File: src/rtl/mem_readout_merge.sv
// Drains 12 event memories in fixed priority order (lowest index first) into one
// 48-bit stream; emits a BX header word whenever no memory has items left.
module mem_readout_merge #(
  parameter int NMEM   = 12,
  parameter int DATA_W = 44,
  parameter int ADDR_W = 6
) (
  input  logic                clk,
  input  logic                reset,
  input  logic                new_event,
  input  logic [2:0]          bx,
  input  logic [ADDR_W-1:0]   number_in1,
  input  logic [ADDR_W-1:0]   number_in2,
  input  logic [ADDR_W-1:0]   number_in3,
  input  logic [ADDR_W-1:0]   number_in4,
  input  logic [ADDR_W-1:0]   number_in5,
  input  logic [ADDR_W-1:0]   number_in6,
  input  logic [ADDR_W-1:0]   number_in7,
  input  logic [ADDR_W-1:0]   number_in8,
  input  logic [ADDR_W-1:0]   number_in9,
  input  logic [ADDR_W-1:0]   number_in10,
  input  logic [ADDR_W-1:0]   number_in11,
  input  logic [ADDR_W-1:0]   number_in12,
  output logic [ADDR_W-1:0]   read_add1,
  output logic [ADDR_W-1:0]   read_add2,
  output logic [ADDR_W-1:0]   read_add3,
  output logic [ADDR_W-1:0]   read_add4,
  output logic [ADDR_W-1:0]   read_add5,
  output logic [ADDR_W-1:0]   read_add6,
  output logic [ADDR_W-1:0]   read_add7,
  output logic [ADDR_W-1:0]   read_add8,
  output logic [ADDR_W-1:0]   read_add9,
  output logic [ADDR_W-1:0]   read_add10,
  output logic [ADDR_W-1:0]   read_add11,
  output logic [ADDR_W-1:0]   read_add12,
  input  logic [DATA_W-1:0]   mem_dat1,
  input  logic [DATA_W-1:0]   mem_dat2,
  input  logic [DATA_W-1:0]   mem_dat3,
  input  logic [DATA_W-1:0]   mem_dat4,
  input  logic [DATA_W-1:0]   mem_dat5,
  input  logic [DATA_W-1:0]   mem_dat6,
  input  logic [DATA_W-1:0]   mem_dat7,
  input  logic [DATA_W-1:0]   mem_dat8,
  input  logic [DATA_W-1:0]   mem_dat9,
  input  logic [DATA_W-1:0]   mem_dat10,
  input  logic [DATA_W-1:0]   mem_dat11,
  input  logic [DATA_W-1:0]   mem_dat12,
  output logic [DATA_W+3:0]   mem_dat_stream,
  output logic                valid,
  output logic                send_bx,
  output logic                none
);

  localparam logic [3:0] SEL_NONE = 4'hF;

  logic [ADDR_W-1:0] number_in_a [NMEM];
  logic [DATA_W-1:0] mem_dat_a   [NMEM];

  logic [ADDR_W-1:0] count_q [NMEM];
  logic [ADDR_W-1:0] count_d [NMEM];
  logic [ADDR_W-1:0] addr_q  [NMEM];
  logic [ADDR_W-1:0] addr_d  [NMEM];
  logic [NMEM-1:0]   valid_d1_q, valid_d1_d;
  logic [3:0]        sel_d1_q, sel_d1_d;
  logic              new_event_d1_q, new_event_d1_d;
  logic              new_event_d2_q, new_event_d2_d;
  logic [DATA_W+3:0] stream_q, stream_d;
  logic              valid_q, valid_d;
  logic              send_bx_q, send_bx_d;

  logic              setup_s;
  logic              any_count_s;
  logic [NMEM-1:0]   sel_oh_s;
  logic [3:0]        sel_s;
  logic [DATA_W-1:0] mux_dat_s;

  assign number_in_a[0]  = number_in1;
  assign number_in_a[1]  = number_in2;
  assign number_in_a[2]  = number_in3;
  assign number_in_a[3]  = number_in4;
  assign number_in_a[4]  = number_in5;
  assign number_in_a[5]  = number_in6;
  assign number_in_a[6]  = number_in7;
  assign number_in_a[7]  = number_in8;
  assign number_in_a[8]  = number_in9;
  assign number_in_a[9]  = number_in10;
  assign number_in_a[10] = number_in11;
  assign number_in_a[11] = number_in12;

  assign mem_dat_a[0]  = mem_dat1;
  assign mem_dat_a[1]  = mem_dat2;
  assign mem_dat_a[2]  = mem_dat3;
  assign mem_dat_a[3]  = mem_dat4;
  assign mem_dat_a[4]  = mem_dat5;
  assign mem_dat_a[5]  = mem_dat6;
  assign mem_dat_a[6]  = mem_dat7;
  assign mem_dat_a[7]  = mem_dat8;
  assign mem_dat_a[8]  = mem_dat9;
  assign mem_dat_a[9]  = mem_dat10;
  assign mem_dat_a[10] = mem_dat11;
  assign mem_dat_a[11] = mem_dat12;

  assign read_add1  = addr_q[0];
  assign read_add2  = addr_q[1];
  assign read_add3  = addr_q[2];
  assign read_add4  = addr_q[3];
  assign read_add5  = addr_q[4];
  assign read_add6  = addr_q[5];
  assign read_add7  = addr_q[6];
  assign read_add8  = addr_q[7];
  assign read_add9  = addr_q[8];
  assign read_add10 = addr_q[9];
  assign read_add11 = addr_q[10];
  assign read_add12 = addr_q[11];

  assign mem_dat_stream = stream_q;
  assign valid          = valid_q;
  assign send_bx        = send_bx_q;

  // Priority encoder: the first memory with items wins; nothing is selected during setup.
  always_comb begin
    setup_s     = new_event | new_event_d1_q | new_event_d2_q;
    sel_s       = SEL_NONE;
    sel_oh_s    = '0;
    any_count_s = 1'b0;
    for (int n = 0; n < NMEM; n++) begin
      any_count_s = any_count_s | (count_q[n] != '0);
      if ((count_q[n] != '0) && !setup_s && (sel_s == SEL_NONE)) begin
        sel_s       = 4'(n);
        sel_oh_s[n] = 1'b1;
      end else begin
        sel_oh_s[n] = 1'b0;
      end
    end
    none = !setup_s && !any_count_s;
  end

  always_comb begin
    for (int n = 0; n < NMEM; n++) begin
      if (new_event) begin
        count_d[n] = number_in_a[n];
        addr_d[n]  = '0;
      end else if (sel_oh_s[n]) begin
        count_d[n] = count_q[n] - ADDR_W'(1);
        addr_d[n]  = addr_q[n] + ADDR_W'(1);
      end else begin
        count_d[n] = count_q[n];
        addr_d[n]  = addr_q[n];
      end
    end
    valid_d1_d     = sel_oh_s;
    sel_d1_d       = sel_s;
    new_event_d1_d = new_event;
    new_event_d2_d = new_event_d1_q;

    // Read data for sel_d1 arrives now (memories have one cycle of read latency).
    mux_dat_s = '0;
    for (int n = 0; n < NMEM; n++) begin
      if (sel_d1_q == 4'(n)) begin
        mux_dat_s = mem_dat_a[n];
      end else begin
        mux_dat_s = mux_dat_s;
      end
    end

    if (sel_d1_q == SEL_NONE) begin
      stream_d = {SEL_NONE, {(DATA_W-3){1'b0}}, bx};
    end else begin
      stream_d = {sel_d1_q, mux_dat_s};
    end
    valid_d   = !setup_s && (|valid_d1_q);
    send_bx_d = !setup_s && (sel_d1_q == SEL_NONE);
  end

  always_ff @(posedge clk or posedge reset) begin
    if (reset) begin
      for (int n = 0; n < NMEM; n++) begin
        count_q[n] <= '0;
        addr_q[n]  <= '0;
      end
      valid_d1_q     <= '0;
      sel_d1_q       <= 4'h0;
      new_event_d1_q <= 1'b0;
      new_event_d2_q <= 1'b0;
      stream_q       <= '0;
      valid_q        <= 1'b0;
      send_bx_q      <= 1'b0;
    end else begin
      for (int n = 0; n < NMEM; n++) begin
        count_q[n] <= count_d[n];
        addr_q[n]  <= addr_d[n];
      end
      valid_d1_q     <= valid_d1_d;
      sel_d1_q       <= sel_d1_d;
      new_event_d1_q <= new_event_d1_d;
      new_event_d2_q <= new_event_d2_d;
      stream_q       <= stream_d;
      valid_q        <= valid_d;
      send_bx_q      <= send_bx_d;
    end
  end

endmodule

File: config.mk
export PLATFORM = sky130hd
export DESIGN_NAME = mem_readout_merge
export DESIGN_NICKNAME = d
export VERILOG_FILES = /design/src/rtl/mem_readout_merge.sv
export SDC_FILE = /design/constraint.sdc
export NUM_CORES = 1
export LEC_CHECK = 0
export ABC_AREA = 1
export CORE_AREA = 2 2 281 283
export DETAILED_ROUTE_END_ITERATION = 7
export DIE_AREA = 0 0 283 285
export GPL_TIMING_DRIVEN = 0
export RECOVER_POWER = 50
export REMOVE_ABC_BUFFERS = 1
export SLEW_MARGIN = 20
export SYNTH_ARGS = -nofsm -noshare
export SYNTH_HDL_FRONTEND = slang
export SYNTH_SLANG_ARGS = --single-unit
File: constraint.sdc
create_clock -name clk -period 9.2 [get_ports clk]
set_clock_uncertainty 0.05 [all_clocks]
set_input_delay 0.92 -clock clk [delete_from_list [all_inputs] [get_ports clk]]
set_output_delay 0.92 -clock clk [all_outputs]
set_load 0.05 [all_outputs]
==> Yosys cells after proc, flatten, opt, wreduce, memory -nomap -nowiden <==
Cells that the tools add are included.
{ "classes": {"n_eq_ne": 23, "mux": 85, "bitwise": 13, "n_addsub": 24, "reduce_logical": 54} }
{ "op_table": {"columns": ["cell", "count"], "rows": [
  ["44-bit 2-to-1 mux", 12],
  ["6-bit 2-to-1 mux", 48],
  ["6-bit by 1-bit adder with 6-bit output (second input constant)", 12],
  ["6-bit nonzero test", 12],
  ["6-bit by 1-bit subtractor with 6-bit output (second input constant)", 12],
  ["4-bit equality test (second input constant)", 16],
  ["4-bit 2-to-1 mux", 12],
  ["48-bit 2-to-1 mux", 1],
  ["1-bit logical AND", 26],
  ["2-bit nonzero test", 12],
  ["4-bit by 3-bit equality test with 1-bit output (second input constant)", 4],
  ["1-bit OR", 13],
  ["1-bit 2-to-1 mux", 12],
  ["12-bit OR reduction", 1],
  ["4-bit by 2-bit equality test with 1-bit output (second input constant)", 2],
  ["4-bit by 1-bit equality test with 1-bit output (second input constant)", 1],
  ["4-bit zero test", 1],
  ["1-bit zero test", 2]
]} }
{ "word_totals": {"in_bits": 606, "reg_bits": 212, "elab_cells": 230, "output_inout_bits": 123} }

==> Depth between registers and ports, before layout <==
Gate-level depths: netlist of the first run.
{ "depth": {"ltp_word": 40, "depth_mapped": 17, "depth_no_buf": 17} }

==> Least setup slack after synthesis of the first run <==
No wires, ideal clock.
{ "synth_path": {"path_type": "input to output", "from": "in new_event", "to": "out none", "stages": 6, "setup_slack_ps": 4980, "n_path_buf": 1, "required_ps": 8230, "t_arrival_ps": 3250, "path_cell_list": "buf_2 > nor3_4 > inv_2 > nor2_1 > nand2_1 > nor4_1"} }
{ "synth_between": {"elab_chain_cells": 4} }
{ "synth_rtl": {"columns": ["element", "line_no", "source"], "rows": [
  ["start: declaration", "10", "input logic new_event,"],
  ["1-bit OR (2 in series)", "122", "setup_s = new_event | new_event_d1_q | new_event_d2_q;"],
  ["1-bit zero test", "135", "none = !setup_s && !any_count_s;"],
  ["1-bit logical AND", "135", null],
  ["end: declaration", "51", "output logic none"]
]} }
No other way between the ends.

==> Final worst setup path of the first run <==
Same ends and word-level chain as after synthesis.

==> results of run 1 <==
[sequential cells by signal, summed over array words and instances, names as in the netlist, 4 cells and up]
| register | cells |
|---|---|
| count_q | 72 |
| mem_dat_stream | 48 |
| valid_d1_q | 12 |
| read_add10 | 6 |
| read_add11 | 6 |
| read_add12 | 6 |
| read_add1 | 6 |
| read_add2 | 6 |
| read_add3 | 6 |
| read_add4 | 6 |
| read_add5 | 6 |
| read_add6 | 6 |
| read_add7 | 6 |
| read_add8 | 6 |
| read_add9 | 6 |
| sel_d1_q | 4 |
[stage by stage]
stage / hold WS (ps) / setup TNS, ps / cell area (um^2)
after global routing: 347 / 0 / 23600
final: 332 / 0 / 23600
after floorplan: 345 / 0 / 13400
after global placement: 363 / -516260 / 22000
after detailed placement: 370 / 0 / 22500
after CTS: 385 / 0 / 23600
[layout make-up]
class,instances,area (um^2),area share (%)
timing repair buffer,747,7720,32.7
multi-input combinational,1507,7490,31.8
sequential,212,5310,22.5
tap,1050,1310,5.57
clock buffer,40,858,3.64
inverter,166,644,2.73
clock inverter,15,215,0.912
antenna,13,32.5,0.138
[final timing paths]
check	from	to	slack, ps	cells past startpoint
setup / recovery	new_event	none	3000	8
max in group asynchronous	reset	mem_dat_stream[11]$_DFF_PP0_	5750	4
hold / removal	new_event_d1_q$_DFF_PP0_	new_event_d2_q$_DFF_PP0_	330	0
hold reg to reg	new_event_d1_q$_DFF_PP0_	new_event_d2_q$_DFF_PP0_	330	0
setup reg to reg	new_event_d1_q$_DFF_PP0_	count_q[0]$_DFFE_PP0P_	4680	11
min in group asynchronous	reset	read_add3[2]$_DFFE_PP0P_	1540	2
[cell usage in the layout (no fill, tap or decap), drive strengths merged, types with 18 or more instances in the layout]
| cell type | netlist | layout |
|---|---|---|
| nand3 | 224 | 224 |
| clkdlybuf4s50 | 0 | 698 |
| nor3 | 25 | 25 |
| ha | 25 | 25 |
| a21oi | 162 | 162 |
| o21ai | 109 | 109 |
| nand4 | 64 | 64 |
| nor2 | 192 | 192 |
| a221oi | 27 | 27 |
| dlygate4sd3 | 0 | 29 |
| dfrtp | 212 | 212 |
| buf | 16 | 20 |
| inv | 153 | 152 |
| clkbuf | 82 | 40 |
| clkinv | 13 | 18 |
| xor2 | 32 | 32 |
| nand2 | 568 | 568 |
[synth_stat cells, types with 6 or more instances]
cell type / count
o221ai_1: 9
inv_1: 148
a221oi_1: 27
or2_2: 6
a21oi_1: 162
dfrtp_1: 212
clkinv_1: 12
xnor2_1: 9
nand2_1: 562
nand3_1: 219
ha_1: 25
nor3_1: 23
nor2_1: 182
buf_1: 8
o21ai_0: 99
and3_1: 7
o31ai_1: 7
nor2_4: 7
clkbuf_1: 82
o211ai_1: 9
nand4_1: 59
xor2_1: 32
[worst reg2reg max path: stages (launching register included)]
cell and delay (ps):
dfrtp_1 380, nor3_1 1670, nand2_1 310, nand4_1 260, nor2_4 60, nand4_1 370, nand2_2 140, nor2_4 160
nand4_2 360, nand2_1 520, nand2_1 100, nand2_1 80
[layer usage]
metal	vias to the layer above	wire length, um	share of wire, %
met5	-	73	0.084
met3	151	6320	7.3
met4	12	3980	4.6
met2	651	41800	48
li1	8000	-	-
met1	7943	34600	40
[power by group through the flow]
stage / clock network (mW) / registers, mW / logic, mW
after CTS: 1.33 / 1.10 / 1.37
after detailed placement: 0 / 1.12 / 1.36
after global routing: 1.36 / 1.11 / 1.43
final: 1.28 / 1.10 / 1.34
after global placement: 0 / 1.11 / 1.33
after floorplan: 0 / 1.34 / 0.382
[cell families after synthesis]
| kind of cell | Yosys count | synth area share [%] |
|---|---|---|
| AO/OA/AOI/OAI | 344 | 14.3 |
| AND/OR/NAND/NOR | 1097 | 35.1 |
| buffers and inverters | 264 | 7.44 |
| adder cells (fa/ha/maj) | 25 | 2.26 |
| flip-flops | 212 | 38.3 |
| XOR/XNOR | 41 | 2.60 |
==> results.md, run 1 <==
* Outcome: finished with violations
* Failing checks: capacitance limit, slew limit
* Setup Fix Bufs, Post-CTS at 0
* Placement row count at 103
* Mapped cell area at 0.0138 mm^2
* Sw Pwr at 1.41 mW
* Max cap viols at 2
* Final Hold Vio Count at 0
* CTS Buf Count at 30
* Total Nets Final at 3295
* Final setup fails at 0
* Detailed-route vias per instance at 4.47
* Top-Level Pins at 729
* Register area share after synthesis at 38.3%
* Pint at 2.32 mW
* GRT busiest layer: met2
* First-pass GRT wire length at 121000 um
* Fin cells at 3750
* Clock Power Share at 34.4%
* CTS tree: built
* Cell Chain, Critical Path: buf_6 -> buf_16 -> nor3_1 -> inv_1 -> nor2_1 -> nand2_1 -> nor4_1 -> clkdlybuf4s50_1
* Final Cycle Share at 67.4%
* FMAX at 161 MHz
* Met2 Use GR at 35.1%
* Max clock buf depth at 3
* Post-synth ARST share at 100%
* Initial Utilization at 17.7%
* Worst slack, placed at 4320 ps
* GR met1 Demand/Resource at 24.4%
* Hold crit path type: register to register
* Crit path kind: input port to output port
* Post-synth EDFFs at 0
* Pin count of the biggest net entering global routing at 90
* Max-slew violation count at 72
* Sequential Power Share at 29.5%
* Post-DP HPWL at 69400 um
* Data arrival, critical path at 5230 ps
* Mean Syn Cell Area at 6.98 um^2
* Final setup margin at 3000 ps
* Root Buffer: clkbuf_16
* # clock sinks at 212
* DRT antenna net count at 0
* Total track usage at 20.7%
* Min Tclk post-route at 6200 ps
* Core Box Area at 0.0780 mm^2
* Switching Share at 37.8%
* Vias in the first global route at 16300
* RSZ-0062 raised after global routing: false
* Filler Cells Inserted at 8389
* Post-Place Cells at 3682
* Critical path endpoint category: output port
* Die W at 283 um
* Top-area cell type share of the netlist area at 38.3%
* Max H-tree Level at 1
* Startpoint types: input port
* Remaining DRCs at 0
* Top cells by area, synth: dfrtp_1 38%, nand2_1 15%, nand3_1 7.9%
* Full die area at 0.0807 mm^2
* Met3 Use GR at 5.47%
* Fin util at 30.2%
* Crit path max-delay family: simple AND/OR/NAND/NOR gates
* Cell taking the most area after synthesis: dfrtp_1
* #FFs+latches synth at 212
* Die H at 285 um
* CP Buf/Inv Count at 4
* 1st-iter DRT viols at 913
* Leak at 10.2 nW
* Logic gate share of total power at 36.1%
* 1st-pass router iterations at 5
* Tot Pwr at 3.73 mW
* Max FO, Critical Path at 89
* Share of layout cells above drive strength 1 at 4.80%
* PD cells at 158 mW/mm^2
* Peak VDD IR at 151 uV
* Area Growth Syn to Fin at 70.4%
* Max_slew headroom at -103%
* Port buffer count at 728
* Vias at 16800
* Total Routed Length at 86700 um
* Clk slew on worst S/H paths at 60 ps
* Least-Margin Pin Slew at 3030 ps
* Gr ovfl total at 0
* Worst path required time at 8230 ps
* Synth warnings at 0
* Worst-skew pair later-pin latency at 620 ps
* Routability cong. at 0.984
* Hold_buf cts at 0
* Drt wl/cell at 23.1 um
* Ys flop type: dfrtp_1
* Mapped Cells at 1983
* Slowest cell on the critical path: nor3_1
* Initial antenna violation count at 29
* Max stage delay on crit path at 1720 ps
* Post-cts sizing count at 0
* Library cells used by synthesis at 54
No activity file was read; power rests on OpenSTA's default activity.
==> run 2: changes to the inputs <==
--- a/config.mk
+++ b/config.mk
@@ -6,9 +6,9 @@
 export NUM_CORES = 1
 export LEC_CHECK = 0
 export ABC_AREA = 1
-export CORE_AREA = 2 2 281 283
+export CORE_AREA = 2 2 287 289
 export DETAILED_ROUTE_END_ITERATION = 7
-export DIE_AREA = 0 0 283 285
+export DIE_AREA = 0 0 289 291
 export GPL_TIMING_DRIVEN = 0
 export RECOVER_POWER = 50
 export REMOVE_ABC_BUFFERS = 1
==> constraint.sdc (replaced) <==
create_clock -name clk -period 5.3 [get_ports clk]
set_clock_uncertainty 0.05 [all_clocks]
set_input_delay 0.53 -clock clk [delete_from_list [all_inputs] [get_ports clk]]
set_output_delay 0.53 -clock clk [all_outputs]
set_load 0.05 [all_outputs]
==> run 2 against run 1 <==
Net effect:
- the flow still finishes with violations (capacitance limit, slew limit)
- worst hold slack worse by 99 ps
- clock power up 75%
- critical path type unchanged
- combinational power up 75%
- sequential power up 75%
- highest routed layer unchanged
- non-clock buffer count unchanged
- wire length up 2.6%
- first-iteration DRC count up 5.4%
==> results.md, run 2 (synthesized netlist as in run 1, its figures left out) <==
* Total negative slack at 0 ps
* CP Buf/Inv Count at 4
* Max stage delay on crit path at 910 ps
* Post-cts sizing count at 0
* Crit path max-delay family: buffers and inverters
* Peak VDD IR at 241 uV
* Worst-skew pair later-pin latency at 600 ps
* Placement row count at 105
* Routability cong. at 0.950
* Max FO, Critical Path at 90
* 1st-iter DRT viols at 962
* Post-DP HPWL at 71300 um
* Crit path kind: input port to output port
* Final Cycle Share at 79.9%
* Cell Chain, Critical Path: buf_6 -> buf_16 -> nor3_4 -> inv_1 -> nor2_1 -> nand2_1 -> nor4_1 -> clkdlybuf4s50_1
* Initial antenna violation count at 46
* Logic gate share of total power at 36.0%
* Detailed-route vias per instance at 4.44
* Worst path required time at 4720 ps
* Clock Power Share at 34.5%
* First-pass GRT wire length at 122000 um
* Final Hold Vio Count at 0
* Max H-tree Level at 1
* Total Nets Final at 3294
* Share of layout cells above drive strength 1 at 4.88%
* Port buffer count at 728
* Total Routed Length at 89000 um
* Die H at 291 um
* Total track usage at 20.3%
* Full die area at 0.0841 mm^2
* CTS Buf Count at 29
* Hold_ws at 233 ps
* Max reg flops at 72
* Largest register by flop count: count_q
* PD cells at 276 mW/mm^2
* Max-slew violation count at 52
* Min Tclk post-route at 4230 ps
* Max cap viols at 1
* Top-Level Pins at 729
* Hold crit path type: input port to register
* Gr ovfl total at 0
* 1st-pass router iterations at 5
* Hold_buf cts at 0
* FMAX at 236 MHz
* Max clock buf depth at 3
* Vias at 16800
* Pint at 4.06 mW
* Outcome: finished with violations
* Remaining DRCs at 0
* Tot Pwr at 6.50 mW
* Vias in the first global route at 16300
* Startpoint types: input port
* # clock sinks at 212
* Final setup fails at 0
* Most frequent cells in the layout: 685 x clkdlybuf4s50_1, 561 x nand2_1, 219 x nand3_1, 212 x dfrtp_1, 180 x nor2_1
* CTS tree: built
* Pin count of the biggest net entering global routing at 91
* Final setup margin at 1070 ps
* Commonest non-fill, non-tap cell in the layout: clkdlybuf4s50_1
* Switching Share at 37.6%
* Failing checks: capacitance limit, slew limit
* Sequential Power Share at 29.5%
* Initial Utilization at 17.0%
* Sw Pwr at 2.45 mW
* Setup Fix Bufs, Post-CTS at 0
* Drt wl/cell at 23.6 um
* Max_slew headroom at -101%
* Least-Margin Pin Slew at 3000 ps
* Area Growth Syn to Fin at 70.6%
* Data arrival, critical path at 3650 ps
* Core Box Area at 0.0812 mm^2
* Worst slack, placed at 830 ps
* Slowest cell on the critical path: clkdlybuf4s50_1
* DRT antenna net count at 0
* Root Buffer: clkbuf_16
* Clk slew on worst S/H paths at 60 ps
* Critical path endpoint category: output port
* Die W at 289 um
* Leak at 10.2 nW
* RSZ-0062 raised after global routing: false
run 2: changes by cell type in the layout (fill, tap and decap cells not counted), moves of 3 or more:
cell / change
buf_16: -3
bufinv_16: +3
clkbuf_8: -5
clkdlybuf4s50_1: -13
clkinvlp_4: -3
diode_2: +9
dlygate4sd3_1: +13
run 2: metal layers:
metal | GRT usage [%] | vias to the layer above | wire, um
li1 | - | 8027 | -
met1 | 23.1 | 7954 | 34500
met2 | 35.1 | 613 | 43900
met3 | 4.94 | 157 | 6490
met4 | 10.4 | 12 | 4080
met5 | 0 | - | 82
run 2: cell type report:
type | instances | area [um^2]
clock inverter | 18 | 295
fill | 8777 | 57600
multi-input combinational | 1507 | 7530
sequential | 212 | 5310
timing repair buffer | 747 | 7670
clock buffer | 33 | 761
inverter | 166 | 644
tap | 1070 | 1340
antenna | 22 | 55.1
run 2: worst register-to-register path, stage by stage, from the launching register on:
cell	delay [ps]
dfrtp_1	580
nor2_4	230
nand2_1	150
clkinv_2	410
buf_12	370
a221oi_1	780
nand4_1	190
o21ai_0	290
nand3_1	430
a21oi_1	250
nand3_1	210
run 2: path summary, 6_finish.rpt:
check	from	end	slack, ps	cells after the start
min	new_event	read_add2[0]$_DFFE_PP0P_	230	2
max in group asynchronous	reset	read_add10[3]$_DFFE_PP0P_	1390	4
min reg2reg	new_event_d1_q$_DFF_PP0_	new_event_d2_q$_DFF_PP0_	380	0
max reg2reg	sel_d1_q[2]$_DFF_PP0_	mem_dat_stream[2]$_DFF_PP0_	1190	10
min in group asynchronous	reset	read_add6[4]$_DFFE_PP0P_	1180	2
max	new_event	none	1070	8
run 2: through the flow:
stage	instances	utilization [%]	instance area (um^2)
floorplan	1885	-	13400
global placement	3683	27.2	22100
detailed placement	3702	27.7	22500
CTS	3753	29.0	23600
global route	3772	29.1	23600
finish	3775	29.1	23600
run 2: power by group through the flow:
stage / sequential [mW] / clock [mW] / combinational [mW]
after CTS: 1.92 / 2.33 / 2.36
final: 1.92 / 2.24 / 2.34
after floorplan: 2.33 / 0 / 0.663
after global placement: 1.94 / 0 / 2.31
after detailed placement: 1.94 / 0 / 2.35
after global routing: 1.94 / 2.38 / 2.49
